### config.mk
export PLATFORM = sky130hd
export DESIGN_NAME = data_mem_uart_dumper
export DESIGN_NICKNAME = d
export VERILOG_FILES = /design/src/rtl/data_mem_uart_dumper.sv
export SDC_FILE = /design/constraint.sdc
export NUM_CORES = 1
export LEC_CHECK = 0
export BUFFER_PORTS_ARGS = -buffer_cell sky130_fd_sc_hd__buf_2
export CELL_PAD_IN_SITES_DETAIL_PLACEMENT = 1
export CELL_PAD_IN_SITES_GLOBAL_PLACEMENT = 1
export CORE_MARGIN = 4
export CORE_UTILIZATION = 44
export CTS_CLUSTER_SIZE = 14
export DETAILED_ROUTE_END_ITERATION = 10
export PLACE_DENSITY = 0.82
export RECOVER_POWER = 25
export SYNTH_ARGS = -nofsm -noshare
export SYNTH_HDL_FRONTEND = slang
export SYNTH_SLANG_ARGS = --single-unit
### constraint.sdc
create_clock -name CLK -period 3.97 [get_ports CLK]
set_clock_uncertainty 0.2 [all_clocks]
set_input_delay 0.1985 -clock CLK [delete_from_list [all_inputs] [get_ports CLK]]
set_output_delay 0.1985 -clock CLK [all_outputs]
set_load 0.02 [all_outputs]
### src/rtl/data_mem_uart_dumper.sv
// rtl/data_mem_uart_dumper.sv - reads a block of data memory and streams it out as 8N1 UART bytes
// Optional feature macro: DUMP_CHECKSUM_EN (appends one XOR-checksum frame after the data bytes)
module data_mem_uart_dumper #(
  parameter int CLKS_PER_BIT = 434,
  parameter int READ_LATENCY = 1,
  parameter int ADDR_STEP    = 4,
  parameter int CNT_W        = 16
) (
  input  logic             CLK,
  input  logic             RST,
  input  logic             start_i,
  input  logic [31:0]      base_addr_i,
  input  logic [CNT_W-1:0] word_count_i,
  output logic [31:0]      data_mem_address_o,
  input  logic [31:0]      data_mem_out_data_i,
  output logic             data_mem_WE_o,
  output logic             busy_o,
  output logic             done_o,
  output logic             uart_tx_o
);

  typedef enum logic [3:0] {
    S_IDLE, S_REQ, S_WAIT, S_LOAD, S_START, S_DATA, S_STOP,
`ifdef DUMP_CHECKSUM_EN
    S_CHK,
`endif
    S_DONE
  } state_t;

  state_t           r_state, w_next;
  logic [31:0]      r_addr;
  logic [31:0]      r_word;
  logic [CNT_W-1:0] r_words_left;
  logic [15:0]      r_baud;
  logic [3:0]       r_bit;
  logic [1:0]       r_byte;
  logic [2:0]       r_wait;
  logic             r_tx, r_busy, r_done;
  logic             w_tx, w_bit_end, w_wait_end, w_last_word;
`ifdef DUMP_CHECKSUM_EN
  logic [7:0]       r_csum;
  logic [9:0]       w_chk_frame;
  assign w_chk_frame = {1'b1, r_csum, 1'b0};
`endif

  assign w_bit_end   = (r_baud == 16'(CLKS_PER_BIT - 1));
  assign w_wait_end  = (r_wait == 3'(READ_LATENCY - 2));
  assign w_last_word = (r_words_left == CNT_W'(1));

  assign data_mem_address_o = r_addr;
  assign data_mem_WE_o      = 1'b0;
  assign busy_o             = r_busy;
  assign done_o             = r_done;
  assign uart_tx_o          = r_tx;

  // State register
  always_ff @(posedge CLK) begin
    if (RST) r_state <= S_IDLE;
    else     r_state <= w_next;
  end

  // Next-state decode and the serial line level for the current bit
  always_comb begin
    w_next = r_state;
    w_tx   = 1'b1;
    case (r_state)
      S_IDLE:  if (start_i) w_next = (word_count_i == '0) ? S_DONE : S_REQ;
      S_REQ:   w_next = (READ_LATENCY > 1) ? S_WAIT : S_LOAD;
      S_WAIT:  if (w_wait_end) w_next = S_LOAD;
      S_LOAD:  w_next = S_START;
      S_START: begin
        w_tx = 1'b0;
        if (w_bit_end) w_next = S_DATA;
      end
      S_DATA: begin
        w_tx = r_word[{2'b00, r_bit[2:0]}];
        if (w_bit_end && r_bit == 4'd7) w_next = S_STOP;
      end
      S_STOP: begin
        if (w_bit_end) begin
          if (r_byte != 2'd3)    w_next = S_START;
          else if (!w_last_word) w_next = S_REQ;
          else
`ifdef DUMP_CHECKSUM_EN
            w_next = S_CHK;
`else
            w_next = S_DONE;
`endif
        end
      end
`ifdef DUMP_CHECKSUM_EN
      S_CHK: begin
        w_tx = w_chk_frame[r_bit];
        if (w_bit_end && r_bit == 4'd9) w_next = S_DONE;
      end
`endif
      S_DONE:  w_next = S_IDLE;
      default: w_next = S_IDLE;
    endcase
  end

  // Datapath: address/word/counters plus registered outputs (all lag state by one cycle)
  always_ff @(posedge CLK) begin
    if (RST) begin
      r_addr       <= '0;
      r_word       <= '0;
      r_words_left <= '0;
      r_baud       <= '0;
      r_bit        <= '0;
      r_byte       <= '0;
      r_wait       <= '0;
      r_tx         <= 1'b1;
      r_busy       <= 1'b0;
      r_done       <= 1'b0;
`ifdef DUMP_CHECKSUM_EN
      r_csum       <= '0;
`endif
    end else begin
      r_tx   <= w_tx;
      r_busy <= (r_state != S_IDLE) && (r_state != S_DONE);
      r_done <= (r_state == S_DONE);
      case (r_state)
        S_IDLE: begin
          if (start_i) begin
            r_words_left <= word_count_i;
            // A zero-length request leaves the bus address untouched
            if (word_count_i != '0) r_addr <= base_addr_i;
`ifdef DUMP_CHECKSUM_EN
            r_csum <= '0;
`endif
          end
        end
        S_REQ:  r_wait <= '0;
        S_WAIT: r_wait <= r_wait + 3'd1;
        S_LOAD: begin
          r_word <= data_mem_out_data_i;
          r_byte <= '0;
          r_baud <= '0;
          r_bit  <= '0;
        end
        S_START: r_baud <= w_bit_end ? 16'd0 : r_baud + 16'd1;
        S_DATA: begin
          r_baud <= w_bit_end ? 16'd0 : r_baud + 16'd1;
          if (w_bit_end) r_bit <= (r_bit == 4'd7) ? 4'd0 : r_bit + 4'd1;
        end
        S_STOP: begin
          r_baud <= w_bit_end ? 16'd0 : r_baud + 16'd1;
          if (w_bit_end) begin
`ifdef DUMP_CHECKSUM_EN
            r_csum <= r_csum ^ r_word[7:0];
`endif
            if (r_byte != 2'd3) begin
              // Next byte of the same word moves into the low lane
              r_byte <= r_byte + 2'd1;
              r_word <= {8'h00, r_word[31:8]};
            end else if (!w_last_word) begin
              r_words_left <= r_words_left - CNT_W'(1);
              r_addr       <= r_addr + 32'(ADDR_STEP);
            end
          end
        end
`ifdef DUMP_CHECKSUM_EN
        S_CHK: begin
          r_baud <= w_bit_end ? 16'd0 : r_baud + 16'd1;
          if (w_bit_end) r_bit <= r_bit + 4'd1;
        end
`endif
        default: ;
      endcase
    end
  end

endmodule
==> results_tabular.tex, run 1 <==
\begin{tabular}{lr}
\hline
Metric & Value \\
\hline
\multicolumn{2}{l}{\textbf{Clock network}} \\
\quad Post-cts gate resize count & 0 \\
\quad TritonCTS Buffers & 9 \\
\quad Clock Path Buffers & 2 \\
\quad Clock root cell & sky130\_fd\_sc\_hd\_\_clkbuf\_16 \\
\quad CTS tree & yes \\
\quad Clock insertion delay at the later pin of the skew report & 0.36 ns \\
\quad Post-CTS clock slew at the launch and capture registers of the worst setup and hold paths & 0.08 ns \\
\quad Clock H-tree levels & 3 \\
\quad Total number of clock tree sinks & 111 \\
\multicolumn{2}{l}{\textbf{STA}} \\
\quad Max-slew violation total from the final report & 0 \\
\quad Final worst-path cycle share & 77.40\% \\
\quad Post-Route Hold Slack & 0.002457 ns \\
\quad Peak clock frequency supported by timing & 325.4 MHz \\
\quad Setup repair after global routing missed its margin & false \\
\quad Shortest period the worst path allows & 3.073 ns \\
\quad Fin Setup TNS & 0 ns \\
\quad Max\_slew headroom & 19.34\% \\
\quad Final setup violation count & 0 \\
\quad Slew at the pin closest to its max-slew limit & 1.210 ns \\
\quad Total count of hold-check failures in the final report & 0 \\
\multicolumn{2}{l}{\textbf{Global routing}} \\
\quad Met3 layer usage reported by global route & 4.740\% \\
\quad Largest net degree at the start of global routing & 83 \\
\quad Antenna violations before repair & 2 \\
\quad Grt total ovfl & 0 \\
\quad GR Util met2 & 49.66\% \\
\quad Most Used Layer, Global Route & met2 \\
\quad Via count of the first global-routing pass & 7558 \\
\quad GR met1 Demand/Resource & 35.30\% \\
\quad Wire length of the first global-routing pass & 38780 um \\
\quad All-Layer GR Usage & 28.58\% \\
\multicolumn{2}{l}{\textbf{Power}} \\
\quad Highest ir drop seen on vdd & 0.0002953 V \\
\quad Total power & 4.114 mW \\
\quad Relative contribution of combinational cells to total power & 38.8\% \\
\quad Sequential cell fraction of total power & 39.4\% \\
\quad Total net switching power & 1.794 mW \\
\quad Internal power & 2.320 mW \\
\quad Clock share of power & 21.8\% \\
\quad Power per cell area & 529.9 mW/mm\^{}2 \\
\quad Switch share & 43.61\% \\
\quad P\_leak & 2.807 nW \\
\multicolumn{2}{l}{\textbf{Worst setup path}} \\
\quad Crit Reg-Reg Startpoint & r\_state[2]\$\_SDFFE\_PP0P\_ \\
\quad Worst endpoint required time & 4.01 ns \\
\quad Worst R2R Setup Slack & 0.90 ns \\
\quad Length in cells of the worst reg-to-reg path & 4 \\
\quad Critical Path Sink Type & flip-flop \\
\quad Largest fanout on the critical path & 20 \\
\quad WP data arrival & 3.11 ns \\
\quad Startpoint Class & flip-flop \\
\quad Critical path type & reg2reg \\
\quad Capture point of the worst reg-to-reg path & data\_mem\_address\_o[18]\$\_SDFFE\_PP0P\_ \\
\multicolumn{2}{l}{\textbf{Yosys}} \\
\quad Unique cell type count in the Yosys netlist & 77 \\
\quad Syn\_area\_per\_cell & 7.777 um\^{}2 \\
\quad Share of synthesized area spent on multiplexers & 1.494\% \\
\quad Synth Area in Simple Gates & 27.25\% \\
\quad FFs w/ async S/R, synth & 0\% \\
\quad Main combinational cell family by area after synthesis & compound AO/OA/AOI/OAI gates \\
\quad Primary FF master, synth & sky130\_fd\_sc\_hd\_\_dfxtp\_1 \\
\quad Yosys synthesis warning count & 0 \\
\quad Post-synth EDFFs & 0 \\
\quad Synthesized netlist net count & 921 \\
\quad Number of synthesized register bits & 111 \\
\quad Area share of xor/xnor cells in the synthesized design & 0.4075\% \\
\quad Synthesized netlist cell count & 829 \\
\quad Netlist area before placement & 0.006447 mm\^{}2 \\
\quad Adder and majority gate portion of the synthesized area & 1.747\% \\
\quad Synthesized-area fraction occupied by ao, oa, aoi and oai cells & 29.17\% \\
\quad Part of the Yosys area used for sequential elements & 34.47\% \\
\multicolumn{2}{l}{\textbf{Placed design}} \\
\quad Detailed Place HPWL & 15670 um \\
\quad Number of port buffers & 117 \\
\quad Final RePlAce weighted congestion & 0.9299 \\
\multicolumn{2}{l}{\textbf{Layout}} \\
\quad Most common cell after layout, fill and taps aside & sky130\_fd\_sc\_hd\_\_nand2\_1 \\
\quad Post-layout net count & 1037 \\
\quad Fraction of layout instances using a drive strength above 1 & 14.32\% \\
\quad Area Growth Syn to Fin & 20.40\% \\
\quad Most frequent cells in the layout & 120 x sky130\_fd\_sc\_hd\_\_nand2\_1, 111 x sky130\_fd\_sc\_hd\_\_dfxtp\_1, 88 x sky130\_fd\_sc\_hd\_\_nor2\_1 \\
\multicolumn{2}{l}{\textbf{Die}} \\
\quad Effective utilization at floorplan & 45.74\% \\
\quad Die Wd & 129.1 um \\
\quad Die Footprint & 0.01665 mm\^{}2 \\
\quad Number of top-level pins & 119 \\
\quad Die H & 129.1 um \\
\quad Row count & 43 \\
\quad Core area & 0.01410 mm\^{}2 \\
\multicolumn{2}{l}{\textbf{Job}} \\
\quad \# Max-Cap Violations & 0 \\
\multicolumn{2}{l}{\textbf{Drt}} \\
\quad Wire length per cell & 21.47 um \\
\quad Iteration-0 DRC Markers & 659 \\
\quad Total DRC errors in the routed layout & 0 \\
\quad First-pass iteration count of the detailed router & 5 \\
\quad Via-per-instance ratio & 6.572 \\
\quad Vias & 7439 \\
\quad Overall routed net length & 24300 um \\
\quad Number of nets still failing antenna checks after routing & 0 \\
\multicolumn{2}{l}{\textbf{Worst hold path}} \\
\quad Depth of the worst hold-timing path & 3 \\
\quad Hold/Removal Path Class & in2reg \\
\quad Worst-case hold path end point & data\_mem\_address\_o[13]\$\_SDFFE\_PP0P\_ \\
\quad Hold path startpoint & base\_addr\_i[13] \\
\multicolumn{2}{l}{\textbf{Status}} \\
\quad Status & complete, no violations \\
\hline
\end{tabular}
routing by layer:
metal,vias up,wire (um)
li1,3384,-
met1,3696,9677
met2,294,12390
met3,65,1470
met4,0,767
met5,-,0
cell type report:
type,count,area (um^2)
diodes,2,5.005
clock buffers,10,229.0
clock inverters,6,50.05
fillers,1771,6334
inverters,16,60.06
multi-input cells,634,3901
flip-flops and latches,111,2222
well taps,180,225.2
repair buffers,173,1070
cells by family after synthesis:
logic type | count (synthesis)
flip-flops | 111
AND/OR/NAND/NOR | 361
multiplexers | 7
buffers and inverters | 84
XOR/XNOR | 3
other | 1
adder cells (fa/ha/maj) | 9
AO/OA/AOI/OAI | 253
Yosys cell counts (all sizes together), types with 4 or more instances:
cell type / n / share of area, %
a32o: 9 / 1.4
nor3b: 4 / 0.47
a2bb2oi: 5 / 0.68
and3: 9 / 0.87
nor2b: 4 / 0.39
a32oi: 7 / 0.95
a311oi: 34 / 4.6
ha: 9 / 1.7
buf: 19 / 1.6
nand3: 34 / 2.8
a31oi: 13 / 1.3
inv: 13 / 0.76
o31a: 6 / 0.82
nor4: 19 / 1.8
o31ai: 7 / 0.82
clkbuf: 49 / 2.9
o21ai: 25 / 2.0
o22ai: 9 / 0.87
mux2i: 4 / 0.62
or4: 7 / 0.87
o311ai: 5 / 0.80
nor2: 90 / 5.3
nand2: 121 / 7.2
o211ai: 7 / 0.82
nand4: 23 / 2.2
and2: 7 / 0.68
a21oi: 58 / 4.6
o32ai: 15 / 2.0
or3: 8 / 0.78
dfxtp: 111 / 34
nor3: 21 / 1.8
a221oi: 6 / 1.2
a22oi: 22 / 2.6
a41oi: 5 / 0.68
registers in the layout, summed over array words and instances, names as in the netlist:
name                flops
busy_o                  1
data_mem_address_o     32
done_o                  1
r_baud                 16
r_bit                   4
r_byte                  2
r_state                 3
r_wait                  3
r_word                 32
r_words_left           16
uart_tx_o               1
what timing repair did:
action                    CTS  global route
hold buffers               43             0
hold endpoints to repair   43             0
buffers inserted            0             0
worst max path at each step:
stage	start	end	slack (ns)	cells past startpoint
2_1_floorplan	r_words_left[1]$_SDFFE_PP0P_	data_mem_address_o[29]$_SDFFE_PP0P_	1.59	7
3_3_place_gp	r_baud[11]$_SDFFE_PP0P_	data_mem_address_o[22]$_SDFFE_PP0P_	1.14	5
3_5_place_dp	r_state[2]$_SDFFE_PP0P_	data_mem_address_o[26]$_SDFFE_PP0P_	1.01	4
4_1_cts	r_state[2]$_SDFFE_PP0P_	data_mem_address_o[18]$_SDFFE_PP0P_	0.99	4
5_1_grt	r_state[2]$_SDFFE_PP0P_	data_mem_address_o[18]$_SDFFE_PP0P_	0.69	4
6_report	r_state[2]$_SDFFE_PP0P_	data_mem_address_o[18]$_SDFFE_PP0P_	0.90	4
power groups by stage:
stage          logic, mW  clock network, mW  registers [mW]
2_1_floorplan       1.08                  0            1.61
3_3_place_gp        1.48                  0            1.61
3_5_place_dp        1.54                  0            1.63
4_1_cts             1.58              0.909            1.60
5_1_grt             1.75              0.952            1.65
6_report            1.60              0.895            1.62
critical path, stage by stage, from the launching register on:
cell and delay (ns):
sky130_fd_sc_hd__dfxtp_1 0.51, sky130_fd_sc_hd__nor4b_2 0.82, sky130_fd_sc_hd__and2_1 0.71, sky130_fd_sc_hd__nor2_2 0.32
sky130_fd_sc_hd__o32ai_1 0.39
stage by stage:
step	area, um^2	instances	setup WS (ns)	util, %
after detailed placement	7094	1071	1.014	50.33
after global routing	7762	1132	0.6908	55.07
after global placement	7094	1071	1.144	50.33
after floorplan	6447	829	1.594	-
final	7762	1132	0.8971	55.07
after CTS	7804	1130	0.9889	55.36
(Power assumes the default switching activity.)
==> run 2, diff against run 1 <==
--- a/config.mk
+++ b/config.mk
@@ -5,14 +5,15 @@
 export SDC_FILE = /design/constraint.sdc
 export NUM_CORES = 1
 export LEC_CHECK = 0
+export ABC_AREA = 1
 export BUFFER_PORTS_ARGS = -buffer_cell sky130_fd_sc_hd__buf_2
 export CELL_PAD_IN_SITES_DETAIL_PLACEMENT = 1
 export CELL_PAD_IN_SITES_GLOBAL_PLACEMENT = 1
 export CORE_MARGIN = 4
-export CORE_UTILIZATION = 44
+export CORE_UTILIZATION = 36
 export CTS_CLUSTER_SIZE = 14
 export DETAILED_ROUTE_END_ITERATION = 10
-export PLACE_DENSITY = 0.82
+export PLACE_DENSITY = 0.74
 export RECOVER_POWER = 25
 export SYNTH_ARGS = -nofsm -noshare
 export SYNTH_HDL_FRONTEND = slang
==> constraint.sdc (replaced) <==
create_clock -name CLK -period 2.64 [get_ports CLK]
set_clock_uncertainty 0.2 [all_clocks]
set_input_delay 0.132 -clock CLK [delete_from_list [all_inputs] [get_ports CLK]]
set_output_delay 0.132 -clock CLK [all_outputs]
set_load 0.02 [all_outputs]
==> run 2 against run 1 <==
- fmax is 35% higher
- sequential cell count stayed put
- critical path depth is 2 higher
- largest cell class unchanged
- design area is 11% higher
- synthesized cell count is 31% higher
- hold slack better by 0.0022 ns
==> results_tabular.tex, run 2 <==
\begin{tabular}{lr}
\hline
Metric & Value \\
\hline
\multicolumn{2}{l}{\textbf{Worst hold path}} \\
\quad Hold path startpoint & data\_mem\_out\_data\_i[11] (was base\_addr\_i[13]) \\
\quad Depth of the worst hold-timing path & 5 (was 3) \\
\quad Hold/Removal Path Class & in2reg (unchanged) \\
\multicolumn{2}{l}{\textbf{Drt}} \\
\quad Via-per-instance ratio & 5.042 (was 6.572) \\
\quad Number of nets still failing antenna checks after routing & 0 (unchanged) \\
\quad Iteration-0 DRC Markers & 316 (was 659) \\
\quad Overall routed net length & 23040 um (was 24300 um) \\
\quad Wire length per cell & 15.43 um (was 21.47 um) \\
\quad Vias & 7528 (was 7439) \\
\quad First-pass iteration count of the detailed router & 4 (was 5) \\
\quad Total DRC errors in the routed layout & 0 (unchanged) \\
\multicolumn{2}{l}{\textbf{Global routing}} \\
\quad Met3 layer usage reported by global route & 2.173\% (was 4.740\%) \\
\quad Grt total ovfl & 0 (unchanged) \\
\quad GR met1 Demand/Resource & 28.25\% (was 35.30\%) \\
\quad Most Used Layer, Global Route & met2 (unchanged) \\
\quad All-Layer GR Usage & 21.72\% (was 28.58\%) \\
\quad GR Util met2 & 38.41\% (was 49.66\%) \\
\quad Antenna violations before repair & 0 (was 2) \\
\quad Wire length of the first global-routing pass & 38710 um (was 38780 um) \\
\quad Largest net degree at the start of global routing & 59 (was 83) \\
\quad Via count of the first global-routing pass & 7764 (was 7558) \\
\multicolumn{2}{l}{\textbf{Worst setup path}} \\
\quad Worst endpoint required time & 2.68 ns (was 4.01 ns) \\
\quad Cell family with the largest share of critical-path delay & flip-flops (was simple AND/OR/NAND/NOR gates) \\
\quad Stages on the worst setup path & 6 (was 4) \\
\quad Critical path buffers and inverters & 1 (was 0) \\
\quad Slowest cell delay on critical path & 0.59 ns (was 0.82 ns) \\
\quad Length in cells of the worst reg-to-reg path & 6 (was 4) \\
\quad Largest fanout on the critical path & 36 (was 20) \\
\quad Startpoint Class & flip-flop (unchanged) \\
\quad Critical path type & reg2reg (unchanged) \\
\quad Cell with the largest stage delay on the worst path & sky130\_fd\_sc\_hd\_\_dfxtp\_1 (was sky130\_fd\_sc\_hd\_\_nor4b\_2) \\
\quad Crit Reg-Reg Startpoint & r\_state[2]\$\_SDFFE\_PP0P\_ (unchanged) \\
\quad Critical Path Sink Type & flip-flop (unchanged) \\
\quad WP data arrival & 2.31 ns (was 3.11 ns) \\
\quad Worst setup path start & r\_state[2]\$\_SDFFE\_PP0P\_ (unchanged) \\
\quad Cell chain of the critical path & nand3\_4 -> o21ai\_4 -> nand2\_4 -> buf\_4 -> o21ai\_0 -> a21oi\_1 (was nor4b\_2 -> and2\_1 -> nor2\_2 -> o32ai\_1) \\
\multicolumn{2}{l}{\textbf{Yosys}} \\
\quad Synthesized netlist net count & 1182 (was 921) \\
\quad Part of the Yosys area used for sequential elements & 32.15\% (was 34.47\%) \\
\quad Yosys synthesis warning count & 0 (unchanged) \\
\quad Most frequent cell after synthesis & sky130\_fd\_sc\_hd\_\_nand2\_1 (unchanged) \\
\quad Post-synth EDFFs & 0 (unchanged) \\
\quad Unique cell type count in the Yosys netlist & 43 (was 77) \\
\quad Number of synthesized register bits & 111 (unchanged) \\
\quad Main area contributors after synthesis & sky130\_fd\_sc\_hd\_\_dfxtp\_1 32\%, sky130\_fd\_sc\_hd\_\_nand2\_1 17\%, sky130\_fd\_sc\_hd\_\_nor2\_1 8.3\% (was sky130\_fd\_sc\_hd\_\_dfxtp\_1 34\%, sky130\_fd\_sc\_hd\_\_nand2\_1 7.0\%, sky130\_fd\_sc\_hd\_\_nor2\_1 5.1\%) \\
\quad Most used standard cells in the synthesized netlist & 319 x sky130\_fd\_sc\_hd\_\_nand2\_1, 153 x sky130\_fd\_sc\_hd\_\_nor2\_1, 111 x sky130\_fd\_sc\_hd\_\_dfxtp\_1 (was 120 x sky130\_fd\_sc\_hd\_\_nand2\_1, 111 x sky130\_fd\_sc\_hd\_\_dfxtp\_1, 88 x sky130\_fd\_sc\_hd\_\_nor2\_1) \\
\quad Cell accounting for the most synthesized area & sky130\_fd\_sc\_hd\_\_dfxtp\_1 (unchanged) \\
\quad Share of the synthesized area in the top cell type & 32.15\% (was 34.47\%) \\
\quad Synthesized netlist cell count & 1090 (was 829) \\
\quad FFs w/ async S/R, synth & 0\% (unchanged) \\
\quad Syn\_area\_per\_cell & 6.341 um\^{}2 (was 7.777 um\^{}2) \\
\quad Primary FF master, synth & sky130\_fd\_sc\_hd\_\_dfxtp\_1 (unchanged) \\
\quad Netlist area before placement & 0.006912 mm\^{}2 (was 0.006447 mm\^{}2) \\
\multicolumn{2}{l}{\textbf{Die}} \\
\quad Die Wd & 146.6 um (was 129.1 um) \\
\quad Number of top-level pins & 119 (unchanged) \\
\quad Core area & 0.01877 mm\^{}2 (was 0.01410 mm\^{}2) \\
\quad Effective utilization at floorplan & 36.83\% (was 45.74\%) \\
\quad Row count & 50 (was 43) \\
\quad Die H & 146.6 um (was 129.1 um) \\
\quad Die Footprint & 0.02148 mm\^{}2 (was 0.01665 mm\^{}2) \\
\multicolumn{2}{l}{\textbf{STA}} \\
\quad Slew at the pin closest to its max-slew limit & 0.5301 ns (was 1.210 ns) \\
\quad Total count of hold-check failures in the final report & 0 (unchanged) \\
\quad Max\_slew headroom & 64.66\% (was 19.34\%) \\
\quad Final setup violation count & 0 (unchanged) \\
\quad Final worst-path cycle share & 86.31\% (was 77.40\%) \\
\quad Max-slew violation total from the final report & 0 (unchanged) \\
\quad Shortest period the worst path allows & 2.278 ns (was 3.073 ns) \\
\quad Final critical-path setup slack & 0.3615 ns (was 0.8971 ns) \\
\quad Peak clock frequency supported by timing & 438.9 MHz (was 325.4 MHz) \\
\quad Setup repair after global routing missed its margin & false (unchanged) \\
\quad Fin Setup TNS & 0 ns (unchanged) \\
\multicolumn{2}{l}{\textbf{Layout}} \\
\quad Share of the core filled with cells & 45.78\% (was 55.07\%) \\
\quad Count of inserted antenna diode cells & 0 (was 2) \\
\quad Fraction of layout instances using a drive strength above 1 & 15.01\% (was 14.32\%) \\
\quad Number of fill cells in the layout & 2577 (was 1771) \\
\quad Area Growth Syn to Fin & 24.31\% (was 20.40\%) \\
\quad Most frequent cells in the layout & 319 x sky130\_fd\_sc\_hd\_\_nand2\_1, 153 x sky130\_fd\_sc\_hd\_\_nor2\_1, 111 x sky130\_fd\_sc\_hd\_\_dfxtp\_1 (was 120 x sky130\_fd\_sc\_hd\_\_nand2\_1, 111 x sky130\_fd\_sc\_hd\_\_dfxtp\_1, 88 x sky130\_fd\_sc\_hd\_\_nor2\_1) \\
\quad Most common cell after layout, fill and taps aside & sky130\_fd\_sc\_hd\_\_nand2\_1 (unchanged) \\
\quad Post-layout net count & 1346 (was 1037) \\
\multicolumn{2}{l}{\textbf{Status}} \\
\quad Status & complete, no violations (unchanged) \\
\multicolumn{2}{l}{\textbf{Power}} \\
\quad Internal power & 4.089 mW (was 2.320 mW) \\
\quad Switch share & 47.21\% (was 43.61\%) \\
\quad Relative contribution of combinational cells to total power & 46.8\% (was 38.8\%) \\
\quad Clock share of power & 17.9\% (was 21.8\%) \\
\quad Total net switching power & 3.657 mW (was 1.794 mW) \\
\quad P\_leak & 3.544 nW (was 2.807 nW) \\
\quad Total power & 7.746 mW (was 4.114 mW) \\
\quad Power per cell area & 901.5 mW/mm\^{}2 (was 529.9 mW/mm\^{}2) \\
\quad Highest ir drop seen on vdd & 0.0003895 V (was 0.0002953 V) \\
\quad Sequential cell fraction of total power & 35.3\% (was 39.4\%) \\
\multicolumn{2}{l}{\textbf{Clock network}} \\
\quad TritonCTS Buffers & 9 (unchanged) \\
\quad Clock Path Buffers & 2 (unchanged) \\
\quad Clock root cell & sky130\_fd\_sc\_hd\_\_clkbuf\_16 (unchanged) \\
\quad Post-cts gate resize count & 0 (unchanged) \\
\quad Clock H-tree levels & 3 (unchanged) \\
\quad Clock insertion delay at the later pin of the skew report & 0.36 ns (about the same) \\
\quad Hold buffers post-CTS & 67 (was 43) \\
\quad Post-CTS Setup Bufs & 0 (unchanged) \\
\quad Post-CTS clock slew at the launch and capture registers of the worst setup and hold paths & 0.07 ns (was 0.08 ns) \\
\quad CTS tree & yes (unchanged) \\
\quad Total number of clock tree sinks & 111 (unchanged) \\
\multicolumn{2}{l}{\textbf{Placed design}} \\
\quad Final RePlAce weighted congestion & 0.8548 (was 0.9299) \\
\quad Detailed Place HPWL & 16260 um (was 15670 um) \\
\quad Number of port buffers & 117 (unchanged) \\
\quad Placement-stage worst setup slack & 0.3532 ns (was 1.014 ns) \\
\multicolumn{2}{l}{\textbf{Job}} \\
\quad \# Max-Cap Violations & 0 (unchanged) \\
\hline
\end{tabular}
==> run 2: cell count changes in the layout (fill, tap and decap cells not counted), moves of 20 or more <==
cell                            before  now
sky130_fd_sc_hd__nand2_1           120  319
sky130_fd_sc_hd__o21ai_0            23   76
sky130_fd_sc_hd__dlygate4sd3_1      43   67
sky130_fd_sc_hd__o21ai_1             1   21
sky130_fd_sc_hd__nand3_1            32   68
sky130_fd_sc_hd__inv_1              13   83
sky130_fd_sc_hd__a22oi_1            22    0
sky130_fd_sc_hd__nor2_1             88  153
sky130_fd_sc_hd__a311oi_1           34    0
==> run 2: path summary, 6_finish.rpt <==
kind | end | slack (ns)
worst max-delay path | r_word[13]$_SDFFE_PP0P_ | 0.36
worst max register to register | r_word[13]$_SDFFE_PP0P_ | 0.36
worst min register to register | r_word[21]$_SDFFE_PP0P_ | 0.25
worst min-delay path | r_word[11]$_SDFFE_PP0P_ | 0.005
==> run 2: power groups by stage <==
| stage | Sequential (mW) | Combinational (mW) | Clock, mW |
|---|---|---|---|
| after detailed placement | 2.75 | 3.62 | 0 |
| after CTS | 2.72 | 3.72 | 1.43 |
| final | 2.73 | 3.63 | 1.39 |
| after global placement | 2.74 | 3.53 | 0 |
| after global routing | 2.81 | 4.12 | 1.48 |
| after floorplan | 2.84 | 2.55 | 0 |
==> run 2: through the flow <==
stage | area, um^2 | cells | hold slack [ns]
2_1_floorplan | 6912 | 1090 | 0.07929
3_3_place_gp | 7674 | 1410 | 0.1936
3_5_place_dp | 7674 | 1410 | 0.1963
4_1_cts | 8635 | 1493 | 0.0001453
5_1_grt | 8592 | 1493 | 0.04047
6_report | 8592 | 1493 | 0.004674
==> run 2: metal layers <==
layer / routed length, um / vias up
li1: - / 3845
met3: 641 / 21
met1: 10880 / 3553
met2: 11170 / 109
met4: 348 / 0
met5: 0 / -
==> run 2: final cells by class <==
type                       instances  area [um^2]  share of cell area [%]
multi-input combinational        845         4111                   47.85
clock buffer                      10        229.0                   2.665
sequential                       111         2222                   25.86
tap                              234        292.8                   3.408
inverter                          91        346.6                   4.034
timing repair buffer             196         1329                   15.47
clock inverter                     6        61.31                  0.7136
==> run 2: logic make-up after synthesis <==
family / count (synthesis) / synth area share (%)
compound gates: 198 / 15.89
flops: 111 / 32.15
xor+xnor: 16 / 2.028
simple gates: 621 / 39.88
buf+inv: 134 / 8.363
fa+ha+maj: 9 / 1.629
other cells: 1 / 0.05426
==> run 2: worst min-delay path, cell delays in order <==
cell and delay (ns):
sky130_fd_sc_hd__buf_2 0.08, sky130_fd_sc_hd__nand2_1 0.04, sky130_fd_sc_hd__o21ai_0 0.08, sky130_fd_sc_hd__o21ai_0 0.09, sky130_fd_sc_hd__a21oi_1 0.10
